--- src/rtl/pipe_hazard_ctrl.sv ---
// pipe_hazard_ctrl: hazard and sequencing controller for a 5-stage MIPS
// pipeline. It produces the PC write enable, the IF/ID load enable and flush,
// the ID/EX bubble select and the back-end freeze. It resolves load-use
// hazards, branch-operand hazards, taken branches and jumps, and data-cache
// miss stalls. It also keeps saturating stall and flush counters and a sticky
// cache-wait watchdog.
//
// The strobes are combinational from the state and the inputs, so they take
// effect in the same cycle. The state, the pending-flush flag, the wait
// counter, the watchdog flag and the performance counters are registered.
//
// Priority while out of reset:
//   1. dcache miss  : freeze everything and hold PC and IF/ID.
//   2. pend_flush   : a redirect seen during a miss flushes IF/ID in the
//                     first cycle after the miss ends.
//   3. hz           : hold PC and IF/ID and bubble ID/EX. Any redirect waits.
//   4. redirect     : take the new PC and flush the wrong-path fetch.
//   5. normal flow.
module pipe_hazard_ctrl #(
  parameter int CNT_W    = 16,
  parameter int MAX_WAIT = 255
) (
  input  logic             clk_i,
  input  logic             rst_i,
  input  logic [4:0]       IFID_Rs_i,
  input  logic [4:0]       IFID_Rt_i,
  input  logic             IsBranch_i,
  input  logic             BranchTaken_i,
  input  logic             IsJump_i,
  input  logic             IDEX_MemRead_i,
  input  logic             IDEX_RegWrite_i,
  input  logic [4:0]       IDEX_Rd_i,
  input  logic             EXMEM_MemRead_i,
  input  logic [4:0]       EXMEM_Rd_i,
  input  logic             dcache_stall_i,
  output logic             PCWrite_o,
  output logic             IFID_Write_o,
  output logic             IFID_Flush_o,
  output logic             IDEX_Bubble_o,
  output logic             MemFreeze_o,
  output logic [CNT_W-1:0] stall_cnt_o,
  output logic [CNT_W-1:0] flush_cnt_o,
  output logic             mem_timeout_o,
  // Debug view: current FSM state (0 = RUN, 1 = MEM_WAIT) and pending flush.
  output logic             dbg_state_o,
  output logic             dbg_pend_flush_o
);

  typedef enum logic {
    RUN      = 1'b0,
    MEM_WAIT = 1'b1
  } state_t;

  // The wait counter only needs to reach MAX_WAIT. It saturates there.
  localparam int WAIT_W = (MAX_WAIT < 2) ? 1 : $clog2(MAX_WAIT + 1);
  localparam logic [WAIT_W-1:0] WAIT_MAX = WAIT_W'(MAX_WAIT);
  localparam logic [WAIT_W-1:0] WAIT_ONE = WAIT_W'(1);

  state_t            state_q, state_d;
  logic              pend_q, pend_d;
  logic [WAIT_W-1:0] wait_q, wait_d;
  logic              timeout_q, timeout_d;
  logic [CNT_W-1:0]  stall_q, flush_q;

  logic pc_write, ifid_write, ifid_flush, idex_bubble, mem_freeze;
  logic load_use, br_ex, br_mem, hz, redirect;

  // Register r is non-zero and is read by the instruction in ID.
  function automatic logic reg_match(input logic [4:0] r,
                                     input logic [4:0] rs,
                                     input logic [4:0] rt);
    return (r != 5'd0) && ((r == rs) || (r == rt));
  endfunction

  // Hazard and redirect terms for the instruction in ID.
  always_comb begin
    load_use = IDEX_MemRead_i & reg_match(IDEX_Rd_i, IFID_Rs_i, IFID_Rt_i);
    br_ex    = IsBranch_i & IDEX_RegWrite_i
               & reg_match(IDEX_Rd_i, IFID_Rs_i, IFID_Rt_i);
    br_mem   = IsBranch_i & EXMEM_MemRead_i
               & reg_match(EXMEM_Rd_i, IFID_Rs_i, IFID_Rt_i);
    hz       = load_use | br_ex | br_mem;
    redirect = (IsBranch_i & BranchTaken_i) | IsJump_i;
  end

  // Next state and pipeline strobes. A miss freezes the pipeline in either
  // state. Once the miss clears, the cycle follows the normal-flow rules, so
  // no extra bubble is added on the way out of MEM_WAIT.
  always_comb begin
    pc_write    = 1'b0;
    ifid_write  = 1'b0;
    ifid_flush  = 1'b0;
    idex_bubble = 1'b0;
    mem_freeze  = 1'b0;
    state_d     = state_q;
    pend_d      = pend_q;
    wait_d      = wait_q;
    timeout_d   = timeout_q;

    if (!rst_i) begin
      // Hold the front end and feed bubbles while reset is asserted.
      idex_bubble = 1'b1;
    end else if (dcache_stall_i) begin
      mem_freeze = 1'b1;
      state_d    = MEM_WAIT;
      if (state_q == RUN) begin
        // The redirect target is already held in the PC mux. Flush the
        // fetched instruction once the miss is over.
        if (redirect && !hz) begin
          pend_d = 1'b1;
        end
        wait_d = WAIT_ONE;
      end else if (wait_q != WAIT_MAX) begin
        wait_d = wait_q + WAIT_ONE;
      end
      if (wait_d == WAIT_MAX) begin
        timeout_d = 1'b1;
      end
    end else begin
      state_d = RUN;
      wait_d  = '0;
      if (pend_q) begin
        pc_write   = 1'b1;
        ifid_write = 1'b1;
        ifid_flush = 1'b1;
        pend_d     = 1'b0;
      end else if (hz) begin
        idex_bubble = 1'b1;
      end else if (redirect) begin
        pc_write   = 1'b1;
        ifid_write = 1'b1;
        ifid_flush = 1'b1;
      end else begin
        pc_write   = 1'b1;
        ifid_write = 1'b1;
      end
    end
  end

  // FSM state, pending flush, cache-wait counter and sticky watchdog.
  always_ff @(posedge clk_i or negedge rst_i) begin
    if (!rst_i) begin
      state_q   <= RUN;
      pend_q    <= 1'b0;
      wait_q    <= '0;
      timeout_q <= 1'b0;
    end else begin
      state_q   <= state_d;
      pend_q    <= pend_d;
      wait_q    <= wait_d;
      timeout_q <= timeout_d;
    end
  end

  // Saturating stall counter (cycles with PC held) and flush counter.
  always_ff @(posedge clk_i or negedge rst_i) begin
    if (!rst_i) begin
      stall_q <= '0;
      flush_q <= '0;
    end else begin
      if (!pc_write && (stall_q != {CNT_W{1'b1}})) begin
        stall_q <= stall_q + 1'b1;
      end
      if (ifid_flush && (flush_q != {CNT_W{1'b1}})) begin
        flush_q <= flush_q + 1'b1;
      end
    end
  end

  assign PCWrite_o        = pc_write;
  assign IFID_Write_o     = ifid_write;
  assign IFID_Flush_o     = ifid_flush;
  assign IDEX_Bubble_o    = idex_bubble;
  assign MemFreeze_o      = mem_freeze;
  assign stall_cnt_o      = stall_q;
  assign flush_cnt_o      = flush_q;
  assign mem_timeout_o    = timeout_q;
  assign dbg_state_o      = state_q;
  assign dbg_pend_flush_o = pend_q;

endmodule

--- config.mk ---
export PLATFORM = sky130hd
export DESIGN_NAME = pipe_hazard_ctrl
export DESIGN_NICKNAME = d
export VERILOG_FILES = /design/src/rtl/pipe_hazard_ctrl.sv
export SDC_FILE = /design/constraint.sdc
export NUM_CORES = 1
export LEC_CHECK = 0
export BUFFER_PORTS_ARGS = -buffer_cell sky130_fd_sc_hd__buf_2
export CAP_MARGIN = 20
export CELL_PAD_IN_SITES_DETAIL_PLACEMENT = 1
export CELL_PAD_IN_SITES_GLOBAL_PLACEMENT = 1
export CORE_MARGIN = 2
export CORE_UTILIZATION = 40
export DETAILED_ROUTE_END_ITERATION = 8
export HOLD_SLACK_MARGIN = 0.08
export MAX_ROUTING_LAYER = met4
export PLACE_DENSITY_LB_ADDON = 0.1
export SYNTH_ARGS = -nofsm -noshare
export SYNTH_HDL_FRONTEND = slang
export SYNTH_SLANG_ARGS = --single-unit
export TNS_END_PERCENT = 20
--- constraint.sdc ---
create_clock -name clk_i -period 2.4 [get_ports clk_i]
set_input_delay 0.12 -clock clk_i [delete_from_list [all_inputs] [get_ports clk_i]]
set_output_delay 0.12 -clock clk_i [all_outputs]
set_load 0.05 [all_outputs]
==> results of run 1 <==
[path summary, 6_finish.rpt]
| check | from | to | slack, ns |
|---|---|---|---|
| worst min register to register | mem_timeout_o | mem_timeout_o | 0.49 |
| worst min-delay path | dcache_stall_i | wait_q[4] | 0.21 |
| worst max-delay path | stall_cnt_o[0] | stall_cnt_o[1] | 0.23 |
| min in group asynchronous | rst_i | wait_q[2] | 0.23 |
| worst max register to register | stall_cnt_o[0] | stall_cnt_o[1] | 0.23 |
| max in group asynchronous | rst_i | mem_timeout_o | 1.53 |
[registers in the layout (all words and copies together), names as in the netlist]
name              flops
dbg_pend_flush_o      1
dbg_state_o           1
flush_cnt_o          16
mem_timeout_o         1
stall_cnt_o          16
wait_q                8
[metrics by stage]
stage | cells | setup slack (ns) | total power [mW] | instance area [sq um]
6_report | 416 | 0.2298 | 2.321 | 3117
5_1_grt | 416 | 0.06228 | 2.450 | 3117
4_1_cts | 416 | 0.2085 | 2.351 | 3117
3_5_place_dp | 407 | 0.2282 | 1.841 | 3008
3_3_place_gp | 407 | 0.3035 | 1.827 | 3008
2_1_floorplan | 264 | 0.004054 | 1.597 | 2579
[power by group through the flow]
stage / clock, mW / combinational, mW / sequential (mW)
2_1_floorplan: 0 / 0.279 / 1.32
3_3_place_gp: 0 / 0.849 / 0.978
3_5_place_dp: 0 / 0.860 / 0.980
4_1_cts: 0.520 / 0.863 / 0.968
5_1_grt: 0.545 / 0.912 / 0.993
6_report: 0.502 / 0.852 / 0.968
[area by class of cell]
type	count	area [sq um]
Inverter	7	26.28
Timing Repair Buffer	75	395.4
Clock buffer	6	82.58
Fill cell	778	3161
Sequential cell	43	1076
Clock inverter	2	16.27
Multi-Input combinational cell	206	1424
Tap cell	77	96.34
[what timing repair did]
action,CTS,global route
hold buffers,1,0
hold endpoints to repair,21,0
setup endpoints to repair,0,0
gates resized for setup,0,0
[cell usage in the layout, fill, tap and decap left out, types with 2 or more instances in the layout]
cell      Yosys  layout
buf_2         0      68
dfrtp_1      43      43
xnor2_1      40      40
nand2_1      25      25
nand3_1      19      19
nor2_1       17      17
a21oi_1      13      13
and3_1        9       9
xor2_1        9       9
o21ai_0       8       8
inv_1         7       7
nand4_1       7       7
clkbuf_8      0       6
buf_4         2       6
nor3_1        4       4
nand2b_1      4       4
and4_1        4       4
a31o_2        3       3
mux2_4        3       3
nor3_2        3       3
ha_1          3       3
o22ai_1       2       2
or3_1         2       2
and2_2        2       2
and3_2        2       2
o211ai_1      2       2
nor3b_1       2       2
and2_1        2       2
nand4_2       2       2
[worst register-to-register path: cells and delay by family (launching register included)]
family | cells | cell delay (ns)
fa+ha+maj | 1 | 0.24
mux | 1 | 0.35
buf+inv | 1 | 0.19
flops | 1 | 0.42
compound gates | 1 | 0.09
simple gates | 4 | 0.78
[layer usage]
layer  up-vias  track usage (%)  wire (um)
met5         -                -          0
met4         0            4.839         61
met3         5            3.343        218
met2        38            30.95       2994
met1      1059            24.94       2969
li1       1078                -          -
[kinds of logic (layout without fill, tap and decap cells)]
logic type,count (synthesis),count (layout),share of synthesized area (%)
and+or+nand+nor,110,110,24.21
xor gates and xnor gates,49,49,16.64
DFF,43,43,41.73
AOI/OAI and AO/OA,38,38,9.898
buffers and inverters,15,90,3.057
muxes,6,6,3.008
adders and majority gates,3,3,1.456
==> impl_metrics.py, run 1 <==
metrics = {
    "timing": {
        "hold_slack_ns": 0.2080,
        "max_clock_freq_ghz": 0.4608,
        "tns_ns": 0,
        "rsz0062_at_grt": "false",
        "slew_viol_final": 0,
        "slew_headroom_pct": 58.39,
        "min_period_over_period_pct": 90.42,
        "timing.final.crit_period_ns": 2.170,
        "final.setup_skew_ns": 0.01031,
        "setup_violations": 0,
        "hold_viol_final": 0,
        "tightestPinTransition_ns": 0.6223,
    },
    "route": {
        "wl_mm": 6.243,
        "drt_first_pass_iters": 4,
        "antenna_left": 0,
        "drtIter0Drc": 46,
        "viasPerCell": 5.240,
        "vias": 2180,
        "drc_errors": 0,
        "wl_per_cell_um": 15.01,
    },
    "layout": {
        "drive_above_1_share_pct": 30.68,
        "syn2layout_area_growth_pct": 20.86,
        "diodes": 0,
        "fin_util_pct": 49.65,
        "nets": 370,
    },
    "setup_path": {
        "path_buf_inv": 1,
        "cpPeakStageDelay_ns": 0.42,
        "critPathCaptureType": "flop",
        "crit_path_start_kind": "flop",
        "reg2regPathDepth": 8,
        "slowest_stage": "dfrtp_1",
        "worstPathCellList": "ha_1, and4_1, and4_1, nor3b_1, a21oi_1, nand2_1, buf_4, mux2_2",
        "crit_family": "simple AND/OR/NAND/NOR gates",
        "path_depth": 8,
        "critPathArrivalTime_ns": 2.37,
        "path_common_cell": "and4_1",
        "cp.required_ns": 2.60,
        "critPathKind": "flop to flop",
        "cp_max_fo": 15,
    },
    "die": {
        "start_util_pct": 41.08,
        "core-area_sq_um": 6277,
        "io_pins": 69,
        "row_count": 29,
        "dieWidth_um": 84.29,
        "chipHeight_um": 84.29,
        "dieArea_sq_um": 7105,
    },
    "power": {
        "p_clk_share_pct": 21.6,
        "power.density_nw_per_um2": 744.7,
        "seqPwrFrac_pct": 41.7,
        "switching_power_mw": 1.000,
        "internal_power_mw": 1.321,
        "leakagePower_nw": 1.479,
        "peakVddDrop_v": 0.0009479,
        "p_comb_share_pct": 36.7,
        "power.share.switching_pct": 43.10,
    },
    "synthesis": {
        "yosysTopAreaCellShare_pct": 41.73,
        "synth_commonest_cells": "43 x dfrtp_1, 40 x xnor2_1, 25 x nand2_1",
        "yosysMostFrequentCell": "dfrtp_1",
        "synth_fp_nets": 296,
        "synth_edf_count": 0,
        "yosys.area.top_type": "dfrtp_1",
        "synthArstFlopShare_pct": 100.0,
        "synth_seq_cells": 43,
        "synth_cells": 264,
        "ys_top_cells_by_area": "dfrtp_1 42%, xnor2_1 14%, nand3_1 3.7%, nand2_1 3.6%, xor2_1 3.1%",
        "ys_warn_count": 0,
        "synth_area_per_cell_sq_um": 9.768,
        "seq_area_frac_synth_pct": 41.73,
        "synth_flop_cell": "dfrtp_1",
        "synth_area_sq_um": 2579,
        "synth.distinct_cells": 48,
    },
    "placement": {
        "io_buffers": 68,
        "gp_congestion": 0.8107,
        "place_hpwl_mm": 4.827,
    },
    "cts": {
        "clockBufferDepth": 2,
        "insertion_delay_ns": 0.30,
        "htreeDepth": 2,
        "root_buffer": "clkbuf_8",
        "post_cts_buffers": 0,
        "clock-sinks": 43,
        "clk_pin_slew_ns": 0.09,
        "cts_tree": "yes",
        "cts_buffers": 5,
    },
    "global_route": {
        "grt_overflow_total": 0,
        "grtUsageTotal_pct": 19.11,
        "antenna_found_initial": 0,
        "grt_pass1_wl_mm": 10.70,
        "grt_pass1_vias": 2183,
        "grt_max_degree": 29,
    },
    "hold_path": {
        "hp-class": "input port to flop",
        "whs_path_depth": 3,
    },
    "outcome": {
        "status": "finished clean",
    },
    "run": {
        "cap_violations": 0,
    },
}
No activity file was read; power rests on OpenSTA's default activity.
==> run 2, diff against run 1 <==
--- a/config.mk
+++ b/config.mk
@@ -5,12 +5,13 @@
 export SDC_FILE = /design/constraint.sdc
 export NUM_CORES = 1
 export LEC_CHECK = 0
-export BUFFER_PORTS_ARGS = -buffer_cell sky130_fd_sc_hd__buf_2
+export BUFFER_PORTS_ARGS = -buffer_cell sky130_fd_sc_hd__buf_4
 export CAP_MARGIN = 20
 export CELL_PAD_IN_SITES_DETAIL_PLACEMENT = 1
 export CELL_PAD_IN_SITES_GLOBAL_PLACEMENT = 1
 export CORE_MARGIN = 2
 export CORE_UTILIZATION = 40
+export CTS_CLUSTER_DIAMETER = 40
 export DETAILED_ROUTE_END_ITERATION = 8
 export HOLD_SLACK_MARGIN = 0.08
 export MAX_ROUTING_LAYER = met4
==> run 2 against run 1 <==
Total power up 9.2%. Sequential share of layout area is 2.1 points lower. First-iteration DRC count is 22% higher. Cell count rose by 0.24%. Critical path type unchanged. Sequential power is 0.9% higher. Routed wire length rose by 6.8%. Flip-flop and latch count is the same. Clock power up 24%. Die area stayed put. Setup slack lost 0.034 ns. Critical endpoint is now stall_cnt_o[10].
==> impl_metrics.py, run 2 (synthesis results as in run 1) <==
metrics = {
    "outcome": {
        "status": "finished clean",
    },
    "global_route": {
        "grt_pass1_wl_mm": 11.26,
        "grt_pass1_vias": 2326,
        "antenna_found_initial": 0,
        "grt_overflow_total": 0,
        "grt_max_degree": 59,
        "grtUsageTotal_pct": 20.23,
    },
    "setup_path": {
        "path_common_cell": "and4_1",
        "reg2regPathDepth": 9,
        "path_depth": 9,
        "crit_family": "simple AND/OR/NAND/NOR gates",
        "crit_path_start_kind": "flop",
        "critPathCaptureType": "flop",
        "path_buf_inv": 1,
        "critPathKind": "flop to flop",
        "reg2reg_slack_ns": 0.20,
        "critPathArrivalTime_ns": 2.40,
        "cp.required_ns": 2.59,
        "cpPeakStageDelay_ns": 0.43,
        "worstPathCellList": "ha_1, and4_1, and4_1, nor3b_1, a21oi_1, nand2_1, buf_4, nand4_1, xnor2_1",
        "cp-endpoint": "stall_cnt_o[10]",
        "slowest_stage": "dfrtp_1",
        "r2r-start": "stall_cnt_o[0]",
        "cp_max_fo": 7,
        "r2r_end": "stall_cnt_o[10]",
        "crit_path_start": "stall_cnt_o[0]",
    },
    "layout": {
        "final_common_cell": "buf_4",
        "syn2layout_area_growth_pct": 28.63,
        "multiInputGateArea_sq_um": 1424,
        "seq_area_sq_um": 1076,
        "diodes": 0,
        "fin_cells": 417,
        "nets": 371,
        "drive_above_1_share_pct": 30.88,
        "fin_util_pct": 52.84,
        "num-fill-cells": 735,
        "final_cell_area_sq_um": 3317,
        "layout_common_cells": "75 x buf_4, 43 x dfrtp_1, 40 x xnor2_1",
    },
    "route": {
        "drc_errors": 0,
        "drt_first_pass_iters": 4,
        "viasPerCell": 5.312,
        "vias": 2215,
        "wl_per_cell_um": 15.99,
        "wl_mm": 6.667,
        "antenna_left": 0,
        "drtIter0Drc": 56,
    },
    "placement": {
        "place_hpwl_mm": 4.961,
        "dpl.cell_count": 408,
        "io_buffers": 68,
        "gp_congestion": 0.8103,
        "dpl_cell_area_sq_um": 3186,
    },
    "cts": {
        "post_cts_buffers": 0,
        "root_buffer": "clkbuf_8",
        "ctsResizeCount": 0,
        "cts_tree": "yes",
        "clk_pin_slew_ns": 0.10,
        "cts_hold_buf": 1,
        "clockBufferDepth": 2,
        "insertion_delay_ns": 0.31,
        "cts_buffers": 5,
        "htreeDepth": 2,
        "clock-sinks": 43,
    },
    "timing": {
        "tns_ns": 0,
        "setup_violations": 0,
        "slew_headroom_pct": 53.86,
        "max_clock_freq_ghz": 0.4537,
        "slew_viol_final": 0,
        "rsz0062_at_grt": "false",
        "tightestPinTransition_ns": 0.6921,
        "final.setup_skew_ns": 0.01803,
        "min_period_over_period_pct": 91.84,
        "timing.final.crit_period_ns": 2.204,
        "hold_viol_final": 0,
    },
    "die": {
        "dieArea_sq_um": 7105,
        "chipHeight_um": 84.29,
        "io_pins": 69,
        "row_count": 29,
        "core-area_sq_um": 6277,
        "start_util_pct": 41.08,
        "dieWidth_um": 84.29,
    },
    "power": {
        "power.density_nw_per_um2": 764.3,
        "internal_power_mw": 1.507,
        "p_clk_share_pct": 24.6,
        "leakagePower_nw": 1.535,
        "peakVddDrop_v": 0.0008196,
        "switching_power_mw": 1.028,
        "finalPower_mw": 2.535,
        "power.share.switching_pct": 40.55,
        "p_comb_share_pct": 36.9,
        "seqPwrFrac_pct": 38.6,
    },
    "run": {
        "cap_violations": 0,
    },
    "hold_path": {
        "hp-class": "input port to flop",
    },
}
-- run 2: cell types whose count changed in the layout (fill, tap and decap cells not counted) --
cell / change
clkinvlp_4: -1
bufinv_16: +1
clkinv_4: -1
buf_4: +69
buf_2: -68
inv_6: +1
-- run 2: layout make-up --
class	instances	area share (%)
well taps	77	2.905
repair buffers	76	17.28
clock inverters	2	1.169
flip-flops and latches	43	32.44
inverters	7	0.7922
clock buffers	6	2.490
multi-input cells	206	42.93
-- run 2: worst min-delay path, stage by stage --
cell	delay (ns)
buf_4	0.14
o311ai_0	0.10
a21oi_1	0.07
-- run 2: layer usage --
metal | up-vias | wire, um | GRT usage, %
met5 | - | 0 | -
met4 | 0 | 74 | 5.718
met3 | 6 | 250 | 3.540
met2 | 40 | 3294 | 33.12
met1 | 1099 | 3047 | 25.84
li1 | 1070 | - | -
-- run 2: how the worst min path moves through the flow --
stage / startpoint / endpoint / slack (ns) / cells past startpoint
6_report: dcache_stall_i / wait_q[4] / 0.16 / 3
5_1_grt: dcache_stall_i / wait_q[4] / 0.16 / 3
4_1_cts: dcache_stall_i / wait_q[4] / 0.15 / 3
3_5_place_dp: rst_i / wait_q[1] / 0.33 / 2
3_3_place_gp: rst_i / stall_cnt_o[15] / 0.33 / 2
2_1_floorplan: rst_i / dbg_pend_flush_o / -0.18 / 0
-- run 2: power by group through the flow --
stage	registers (mW)	logic (mW)	clock network [mW]
floorplan	1.32	0.279	0
CTS	0.978	0.941	0.636
global route	0.998	0.995	0.664
finish	0.977	0.935	0.623
detailed placement	0.989	0.938	0
global placement	0.984	0.929	0
-- run 2: metrics by stage --
step / setup WS (ns) / hold slack, ns
after floorplan: 0.004054 / -0.1756
after global placement: 0.2510 / 0.3252
after detailed placement: 0.1992 / 0.3337
after CTS: 0.1838 / 0.1525
after global routing: 0.06188 / 0.1631
final: 0.1958 / 0.1574
